==> src/rtl/jt10_adpcma_seq.sv <==
// ADPCM-A sample sequencer: six channels share one slot counter and one
// byte-wide ROM port. Each channel streams nibbles (high first) from
// {start,8'h00} up to {end,8'hFF}, then stops.
// Optional build macro: JT10_ADPCMA_EOS_EN enables the end-of-sample flags.
module jt10_adpcma_seq (
    input  logic        rst_n,
    input  logic        clk,
    input  logic        cen,
    input  logic        wr_en,
    input  logic [2:0]  wr_ch,
    input  logic        wr_sel,
    input  logic [15:0] wr_data,
    input  logic [5:0]  kon,
    input  logic [5:0]  koff,
    output logic [23:0] rom_addr,
    output logic        rom_cs,
    input  logic [7:0]  rom_data,
    input  logic        rom_ok,
    output logic [3:0]  data,
    output logic        chon,
    output logic [2:0]  slot,
    output logic [5:0]  active,
    output logic [5:0]  eos,
    input  logic [5:0]  eos_clr,
    output logic        underrun
);

    typedef enum logic {F_IDLE, F_WAIT} fetch_state_t;

    fetch_state_t fst;

    logic [15:0] start_r [0:5];
    logic [15:0] end_r   [0:5];
    logic [23:0] addr_r  [0:5];
    logic [7:0]  byte_r  [0:5];
    logic [5:0]  nib_r;      // 0: high nibble next, 1: low nibble next
    logic [5:0]  valid_r;

    logic [5:0]  kon_eff;
    logic [5:0]  consume;
    logic [5:0]  low_done;
    logic [5:0]  eos_set;
    logic [5:0]  pend;
    logic [2:0]  fetch_ch;
    logic [2:0]  last_ch;
    logic [2:0]  pick;
    logic [3:0]  sum;
    logic        found;
    logic        discard;

    // Key-off overrides key-on; channels wanting a byte
    always_comb begin
        kon_eff = kon & ~koff;
        pend    = active & ~valid_r;
    end

    // Per-channel consumption on its slot visit, and end-of-sample detection
    always_comb begin
        consume  = '0;
        low_done = '0;
        eos_set  = '0;
        for (int unsigned n = 0; n < 6; n++) begin
            if (cen && slot == 3'(n) && active[n] && valid_r[n]) begin
                consume[n] = 1'b1;
                if (nib_r[n]) begin
                    low_done[n] = 1'b1;
                    if (addr_r[n] == {end_r[n], 8'hFF})
                        eos_set[n] = 1'b1;
                end
            end
        end
    end

    // Round-robin search starting just after the last served channel
    always_comb begin
        found = 1'b0;
        pick  = '0;
        sum   = '0;
        for (int unsigned i = 1; i <= 6; i++) begin
            sum = 4'(last_ch) + 4'(i);
            if (sum >= 4'd6)
                sum = sum - 4'd6;
            if (!found && pend[sum[2:0]]) begin
                found = 1'b1;
                pick  = sum[2:0];
            end
        end
    end

    // Channel registers: writes, byte capture, nibble advance, key on/off
    always_ff @(posedge clk or negedge rst_n) begin
        if (!rst_n) begin
            for (int unsigned n = 0; n < 6; n++) begin
                start_r[n] <= '0;
                end_r[n]   <= '0;
                addr_r[n]  <= '0;
                byte_r[n]  <= '0;
            end
            nib_r   <= '0;
            valid_r <= '0;
            active  <= '0;
        end else begin
            for (int unsigned n = 0; n < 6; n++) begin
                if (wr_en && wr_ch == 3'(n)) begin
                    if (wr_sel)
                        end_r[n] <= wr_data;
                    else
                        start_r[n] <= wr_data;
                end
                if (fst == F_WAIT && rom_ok && fetch_ch == 3'(n) && !discard) begin
                    byte_r[n]  <= rom_data;
                    valid_r[n] <= 1'b1;
                end
                if (consume[n]) begin
                    if (low_done[n]) begin
                        nib_r[n]   <= 1'b0;
                        valid_r[n] <= 1'b0;
                        if (eos_set[n])
                            active[n] <= 1'b0;
                        else
                            addr_r[n] <= addr_r[n] + 24'd1;
                    end else begin
                        nib_r[n] <= 1'b1;
                    end
                end
                // key events come last so they override same-cycle updates
                if (koff[n]) begin
                    active[n] <= 1'b0;
                end else if (kon[n]) begin
                    addr_r[n]  <= {start_r[n], 8'h00};
                    nib_r[n]   <= 1'b0;
                    valid_r[n] <= 1'b0;
                    active[n]  <= 1'b1;
                end
            end
        end
    end

    // Slot counter and registered nibble output, sticky underrun
    always_ff @(posedge clk or negedge rst_n) begin
        if (!rst_n) begin
            slot     <= '0;
            data     <= '0;
            chon     <= 1'b0;
            underrun <= 1'b0;
        end else if (cen) begin
            slot <= (slot == 3'd5) ? 3'd0 : slot + 3'd1;
            if (active[slot] && valid_r[slot]) begin
                data <= nib_r[slot] ? byte_r[slot][3:0] : byte_r[slot][7:4];
                chon <= 1'b1;
            end else begin
                data <= '0;
                chon <= 1'b0;
                if (active[slot])
                    underrun <= 1'b1;
            end
        end
    end

    // ROM fetch FSM: one request outstanding, rom_cs low for a cycle between
    always_ff @(posedge clk or negedge rst_n) begin
        if (!rst_n) begin
            fst      <= F_IDLE;
            rom_cs   <= 1'b0;
            rom_addr <= '0;
            fetch_ch <= '0;
            last_ch  <= 3'd5;
            discard  <= 1'b0;
        end else begin
            case (fst)
                F_IDLE: begin
                    if (found) begin
                        rom_addr <= addr_r[pick];
                        rom_cs   <= 1'b1;
                        fetch_ch <= pick;
                        last_ch  <= pick;
                        // a key-on in the issue cycle restarts the address
                        discard  <= kon_eff[pick];
                        fst      <= F_WAIT;
                    end
                end
                F_WAIT: begin
                    if (kon_eff[fetch_ch])
                        discard <= 1'b1;
                    if (rom_ok) begin
                        rom_cs <= 1'b0;
                        fst    <= F_IDLE;
                    end
                end
                default: fst <= F_IDLE;
            endcase
        end
    end

`ifdef JT10_ADPCMA_EOS_EN
    logic [5:0] eos_r;

    // End-of-sample flags: set beats clear, key-on clears
    always_ff @(posedge clk or negedge rst_n) begin
        if (!rst_n)
            eos_r <= '0;
        else
            eos_r <= ((eos_r & ~eos_clr) | eos_set) & ~kon_eff;
    end

    assign eos = eos_r;
`else
    logic unused_eos_clr;

    assign unused_eos_clr = ^eos_clr;
    assign eos = '0;
`endif

endmodule

==> config.mk <==
export PLATFORM = sky130hd
export DESIGN_NAME = jt10_adpcma_seq
export DESIGN_NICKNAME = d
export VERILOG_FILES = /design/src/rtl/jt10_adpcma_seq.sv
export SDC_FILE = /design/constraint.sdc
export NUM_CORES = 1
export LEC_CHECK = 0
export ABC_AREA = 0
export CORE_ASPECT_RATIO = 0.75
export CORE_MARGIN = 10
export CORE_UTILIZATION = 27
export DETAILED_ROUTE_END_ITERATION = 6
export GPL_TIMING_DRIVEN = 0
export PLACE_DENSITY_LB_ADDON = 0.2
export SLEW_MARGIN = 30
export SYNTH_ARGS = -nofsm -noshare
export SYNTH_HDL_FRONTEND = slang
export SYNTH_SLANG_ARGS = --single-unit
==> constraint.sdc <==
create_clock -name clk -period 3.5 [get_ports clk]
set_clock_uncertainty 0.05 [all_clocks]
set_input_delay 0.7 -clock clk [delete_from_list [all_inputs] [get_ports clk]]
set_output_delay 0.7 -clock clk [all_outputs]
set_load 0.1 [all_outputs]
==> results of run 1 <==
metrics by stage:
stage	hold WS (ps)	cells
after floorplan	354	2158
after global placement	408	3379
after detailed placement	414	3389
after CTS	431	3503
after global routing	450	3517
final	429	3521
critical path: cells and delay by family (launching register included):
kind,cells,cell delay [ps]
compound gates,6,1730
mux,1,270
buf+inv,7,1040
simple gates,1,140
flops,1,390
final cells by class:
type / count / area, µm²
Inverter: 38 / 153
Sequential cell: 443 / 11100
Clock inverter: 14 / 135
Tap cell: 1140 / 1430
Clock buffer: 71 / 1400
Multi-Input combinational cell: 1549 / 12100
Antenna cell: 4 / 10.0
Buffer: 120 / 817
Timing Repair Buffer: 142 / 1530
Fill cell: 8670 / 57000
where the power goes:
group / switching (µW) / internal (µW) / leakage [µW]
clock: 2200 / 2910 / 0.000765
combinational: 8790 / 7750 / 0.00542
sequential: 1430 / 6460 / 0.00558
path summary, 6_finish.rpt:
check / from / endpoint / slack [ps] / cells after the start
min: start_r[9]$_DFFE_PN0P_ / addr_r[17]$_DFF_PN0_ / 430 / 2
max reg2reg: last_ch[0]$_DFFE_PN1P_ / rom_addr[20]$_DFFE_PN0P_ / -240 / 15
min reg2reg: start_r[9]$_DFFE_PN0P_ / addr_r[17]$_DFF_PN0_ / 430 / 2
max in group asynchronous: rst_n / end_r[29]$_DFFE_PN0P_ / 1570 / 4
min in group asynchronous: rst_n / valid_r[2]$_DFF_PN0_ / 560 / 2
max: last_ch[0]$_DFFE_PN1P_ / rom_addr[20]$_DFFE_PN0P_ / -240 / 15
repair_timing:
action	4_1_cts	5_1_grt
gates cloned	4	3
gates resized for setup	130	57
endpoints found under the hold margin	50	0
hold buffers	1	0
buffers inserted	29	17
pin swaps	18	35
endpoints found under the setup margin	93	82
cells by family (layout without fill, tap and decap cells):
group                    after synthesis  count (layout)
AO/OA/AOI/OAI                        289             289
other                                  1              10
XOR/XNOR                             235             235
buffers and inverters                166             385
AND/OR/NAND/NOR                      664             664
adder cells (fa/ha/maj)               24              24
flip-flops                           443             443
multiplexers                         331             331
cells in the mapped netlist (all sizes together), types with 28 or more instances:
cell type	instances
dfrtp	441
xor2	128
and3	29
mux2i	60
nand3	50
mux2	265
buf	38
inv	38
nor2	156
o21ai	129
nand2	229
a21oi	66
nand4	43
clkbuf	88
nor3	28
xnor2	107
registers in the layout, indices dropped and copies added, names as in the netlist:
signal / flops
active: 6
addr_r: 144
byte_r: 48
chon: 1
data: 4
discard: 1
end_r: 96
fetch_ch: 3
fst: 1
last_ch: 2
nib_r: 6
rom_addr: 24
rom_cs: 1
slot: 3
start_r: 96
underrun: 1
valid_r: 6
layer usage:
metal	share of wire	global-route usage	wire, µm	vias to the layer above
met3	0.071	0.0329	5720	75
met5	0	0	0	-
met1	0.52	0.256	41900	8967
met2	0.39	0.217	31500	482
li1	-	-	-	7887
met4	0.014	0.0300	1120	0
==> results.json, run 1 <==
{
  "worstPathCellList": "buf_8, buf_8, buf_4, buf_8, o21ai_0, nor3b_1, a311o_2, a32o_2, a211oi_4, buf_12, buf_12, buf_16, mux2i_4, a21oi_2, o211a_1",
  "firstDrtPassIters": 5,
  "final_antenna_net_count": 0,
  "synth-xor-area-share": 0.0886,
  "critPathLaunchType": "register",
  "avgSynthCellArea_um2": 10.8,
  "max-cap-violations": 0,
  "num_vias": 17400,
  "grt_pass1_vias": 17600,
  "crit_path_top_delay_cell": "o21ai_0",
  "fin_nets": 2416,
  "clock_latency_ps": 610,
  "synth_top_family_by_area": "multiplexers",
  "path_common_cell": "buf_8",
  "rsz0062_at_grt": "yes",
  "die_y_um": 274,
  "setup_tns_ps": -4580,
  "crit_type": "reg -> reg",
  "pin_count": 97,
  "setup_viol": 25,
  "fin_ws_ps": -240,
  "synth_top_area_cell": "dfrtp_1",
  "cts_root_buffer": "clkbuf_16",
  "ys_seq_area_frac": 0.477,
  "clock-sinks": 443,
  "synthTopCellsByArea": "dfrtp_1 (47%), mux2_2 (13%), xor2_1 (4.8%)",
  "fin_crit_sh": 1.07,
  "status": "finished, violations left",
  "rows": 93,
  "p_per_area_nw_per_um2": 1030,
  "ys_ff_latch": 443,
  "core-area_um2": 85600,
  "syn2layout_area_growth_pct": 23.2,
  "drc": 0,
  "post_drt_wl_per_cell_um": 22.8,
  "syn_area_um2": 23200,
  "synth-compound-area-share": 0.0814,
  "postSynth.asyncResetShare": 1.00,
  "placed_area_um2": 25800,
  "wl_mm": 80.2,
  "fin_area_um2": 28600,
  "dieArea_um2": 98300,
  "fin_util": 0.335,
  "cp.required_ps": 3950,
  "path_max_fanout": 10,
  "muxShareOfSynthArea": 0.161,
  "period_needed_ps": 3740,
  "grt_pass1_wl_mm": 119,
  "layout_common_cells": "dfrtp_1 (438), mux2_2 (257), nand2_1 (224), nor2_1 (146), xor2_1 (126)",
  "htreeDepth": 2,
  "yosys.area_share.simple": 0.141,
  "synth_ff_type": "dfrtp_1",
  "total_power_uw": 29500,
  "leakage_uw": 0.0118,
  "dp_hpwl_mm": 58.6,
  "track_usage": 0.161,
  "syn_inst": 2153,
  "initial_core_util": 0.271,
  "antenna_found_initial": 4,
  "ys_types": 94,
  "gp_congestion": 0.879,
  "cts_tree": "built",
  "hold_path_class": "reg -> reg",
  "worst_pin_slew_ps": 1030,
  "cts_buffer_depth": 3,
  "final_common_cell": "dfrtp_1",
  "endpoint_kind": "register",
  "slowest_delay_ps": 540,
  "drive_gt1_frac": 0.257,
  "finalHoldViolations": 0,
  "overflow": 0,
  "viasPerCell": 4.94,
  "synth_top_area_frac": 0.475,
  "violations": "negative setup slack",
  "ir_worst_vdd_v": 0.000753,
  "cp.arrival_ps": 4190,
  "synth_edf_count": 0,
  "drt_iter0_drc": 1488,
  "pre_cts_slack_ps": -950,
  "slew_headroom": 0.313,
  "clk_transition_reported_paths_ps": 60,
  "die_w_um": 359,
  "ys_warn_count": 0,
  "cts_buffers": 47,
  "grt_max_degree": 86,
  "fmax_mhz": 267,
  "slew_violations": 0,
  "yosys.area_share.adder": 0.0129,
  "port_buffers": 81
}
(Power assumes the default switching activity.)
==> run 2, diff against run 1 <==
--- a/config.mk
+++ b/config.mk
@@ -8,7 +8,7 @@
 export ABC_AREA = 0
 export CORE_ASPECT_RATIO = 0.75
 export CORE_MARGIN = 10
-export CORE_UTILIZATION = 27
+export CORE_UTILIZATION = 53
 export DETAILED_ROUTE_END_ITERATION = 6
 export GPL_TIMING_DRIVEN = 0
 export PLACE_DENSITY_LB_ADDON = 0.2
==> constraint.sdc (replaced) <==
create_clock -name clk -period 4.75 [get_ports clk]
set_clock_uncertainty 0.05 [all_clocks]
set_input_delay 0.95 -clock clk [delete_from_list [all_inputs] [get_ports clk]]
set_output_delay 0.95 -clock clk [all_outputs]
set_load 0.1 [all_outputs]
==> results.json, run 2 (synthesis gave the netlist of run 1 again) <==
{
  "clock-sinks": 443,
  "dp_hpwl_mm": 50.9,
  "drc": 0,
  "cts_buffer_depth": 3,
  "setup_tns_ps": 0,
  "cts_hold_buf": 0,
  "final_common_cell": "dfrtp_1",
  "layout_common_cells": "dfrtp_1 (441), mux2_2 (261), nand2_1 (226), nor2_1 (151), xor2_1 (128)",
  "clock_latency_ps": 590,
  "dr_wl_met3_mm": 6.33,
  "crit_type": "reg -> reg",
  "hold_path_class": "in -> async",
  "syn2layout_area_growth_pct": 13.8,
  "cp_top_family": "compound AO/OA/AOI/OAI gates",
  "fin_util": 0.610,
  "highest-signal-layer": "met4",
  "path_common_cell": "buf_6",
  "leakage_uw": 0.0113,
  "routed-wl-met2_mm": 29.2,
  "clk_transition_reported_paths_ps": 60,
  "p_per_area_nw_per_um2": 695,
  "cts_buffers": 46,
  "dieArea_um2": 52700,
  "largest_reg_flops": 144,
  "setup_viol": 0,
  "wl_met1_mm": 31.5,
  "firstDrtPassIters": 5,
  "status": "complete, no violations",
  "fin_crit_sh": 0.932,
  "drt_iter0_drc": 1647,
  "pre_cts_slack_ps": 55.9,
  "antenna_found_initial": 0,
  "core-area_um2": 43400,
  "total_power_uw": 18400,
  "fmax_mhz": 226,
  "critPathLaunchType": "register",
  "fin_nets": 2370,
  "slowest_delay_ps": 570,
  "post-cts-setup-buffers": 0,
  "final_antenna_net_count": 0,
  "endpoint_kind": "register",
  "cts_resized": 0,
  "period_needed_ps": 4430,
  "viasPerCell": 5.99,
  "cts_root_buffer": "clkbuf_16",
  "crit_path_top_delay_cell": "dfstp_2",
  "crit_buf_inv": 6,
  "rsz0062_at_grt": "no",
  "max-cap-violations": 0,
  "die_w_um": 262,
  "top_regs": "addr_r: 144 flops, end_r: 96 flops, start_r: 96 flops",
  "cp.arrival_ps": 4850,
  "pin_count": 97,
  "drive_gt1_frac": 0.197,
  "finalHoldViolations": 0,
  "port_buffers": 81,
  "track_usage": 0.262,
  "fin_ws_ps": 324,
  "ir_worst_vdd_v": 0.000666,
  "cp.required_ps": 5170,
  "slew_headroom": 0.301,
  "rows": 66,
  "num_vias": 17400,
  "wl_mm": 69.2,
  "overflow": 0,
  "die_y_um": 201,
  "grt_pass1_vias": 17300,
  "top_register": "addr_r",
  "fin_area_um2": 26500,
  "grt_max_degree": 88,
  "initial_core_util": 0.536,
  "cts_tree": "built",
  "placed_area_um2": 25000,
  "slew_violations": 0,
  "htreeDepth": 2,
  "worstPathCellList": "buf_6, buf_6, inv_1, ha_1, clkbuf_8, nand3_1, mux2i_1, a21oi_2, a222oi_1, a21oi_1, a211oi_2, buf_6, buf_4, mux2i_1, a21oi_2, o211a_1",
  "grt_pass1_wl_mm": 105,
  "path_max_fanout": 10,
  "worst_pin_slew_ps": 1050,
  "post_drt_wl_per_cell_um": 23.8,
  "gp_congestion": 0.961
}
-- run 2: path summary, 6_finish.rpt --
path | cells after the start | from | end | slack (ps)
hold / removal | 1 | rst_n | start_r[24]$_DFFE_PN0P_ | 280
min in group clk | 2 | start_r[58]$_DFFE_PN0P_ | addr_r[90]$_DFF_PN0_ | 420
hold reg to reg | 2 | start_r[58]$_DFFE_PN0P_ | addr_r[90]$_DFF_PN0_ | 420
setup reg to reg | 16 | last_ch[0]$_DFFE_PN1P_ | rom_addr[15]$_DFFE_PN0P_ | 320
max in group asynchronous | 3 | rst_n | byte_r[38]$_DFFE_PN0P_ | 3040
setup / recovery | 16 | last_ch[0]$_DFFE_PN1P_ | rom_addr[15]$_DFFE_PN0P_ | 320
-- run 2: stage by stage --
| stage | instances | hold slack, ps |
|---|---|---|
| 2_1_floorplan | 2158 | 394 |
| 3_3_place_gp | 2817 | 403 |
| 3_5_place_dp | 2825 | 413 |
| 4_1_cts | 2903 | 311 |
| 5_1_grt | 2903 | 322 |
| 6_report | 2904 | 282 |
-- run 2: layout make-up --
type                    instances  area [µm²]
diodes                          1        2.50
well taps                     578         723
fillers                      3655       16900
multi-input cells            1549       11300
clock buffers                  69        1380
flip-flops and latches        443       11100
inverters                      38         143
repair buffers                 89         968
plain buffers                 128         753
clock inverters                 9        73.8
-- run 2: power breakdown --
group	total [µW]	internal, µW	switching [µW]
clock	3560	2040	1510
combinational	9140	3720	5420
sequential	5680	4760	922
total	18400	10500	7850
-- run 2: layer usage --
| layer | track usage | up-vias |
|---|---|---|
| met5 | 0 | - |
| met3 | 0.0636 | 123 |
| li1 | - | 7782 |
| met1 | 0.383 | 8811 |
| met4 | 0.0859 | 0 |
| met2 | 0.373 | 672 |
-- run 2: worst reg2reg max path: stages, from the launching register on --
cell      delay, ps
dfstp_2         570
buf_6           150
buf_6           150
inv_1           160
ha_1            460
clkbuf_8        220
nand3_1          80
mux2i_1         170
a21oi_2         110
a222oi_1        530
a21oi_1         120
a211oi_2        340
buf_6           230
buf_4           250
mux2i_1         500
a21oi_2         100
o211a_1         120
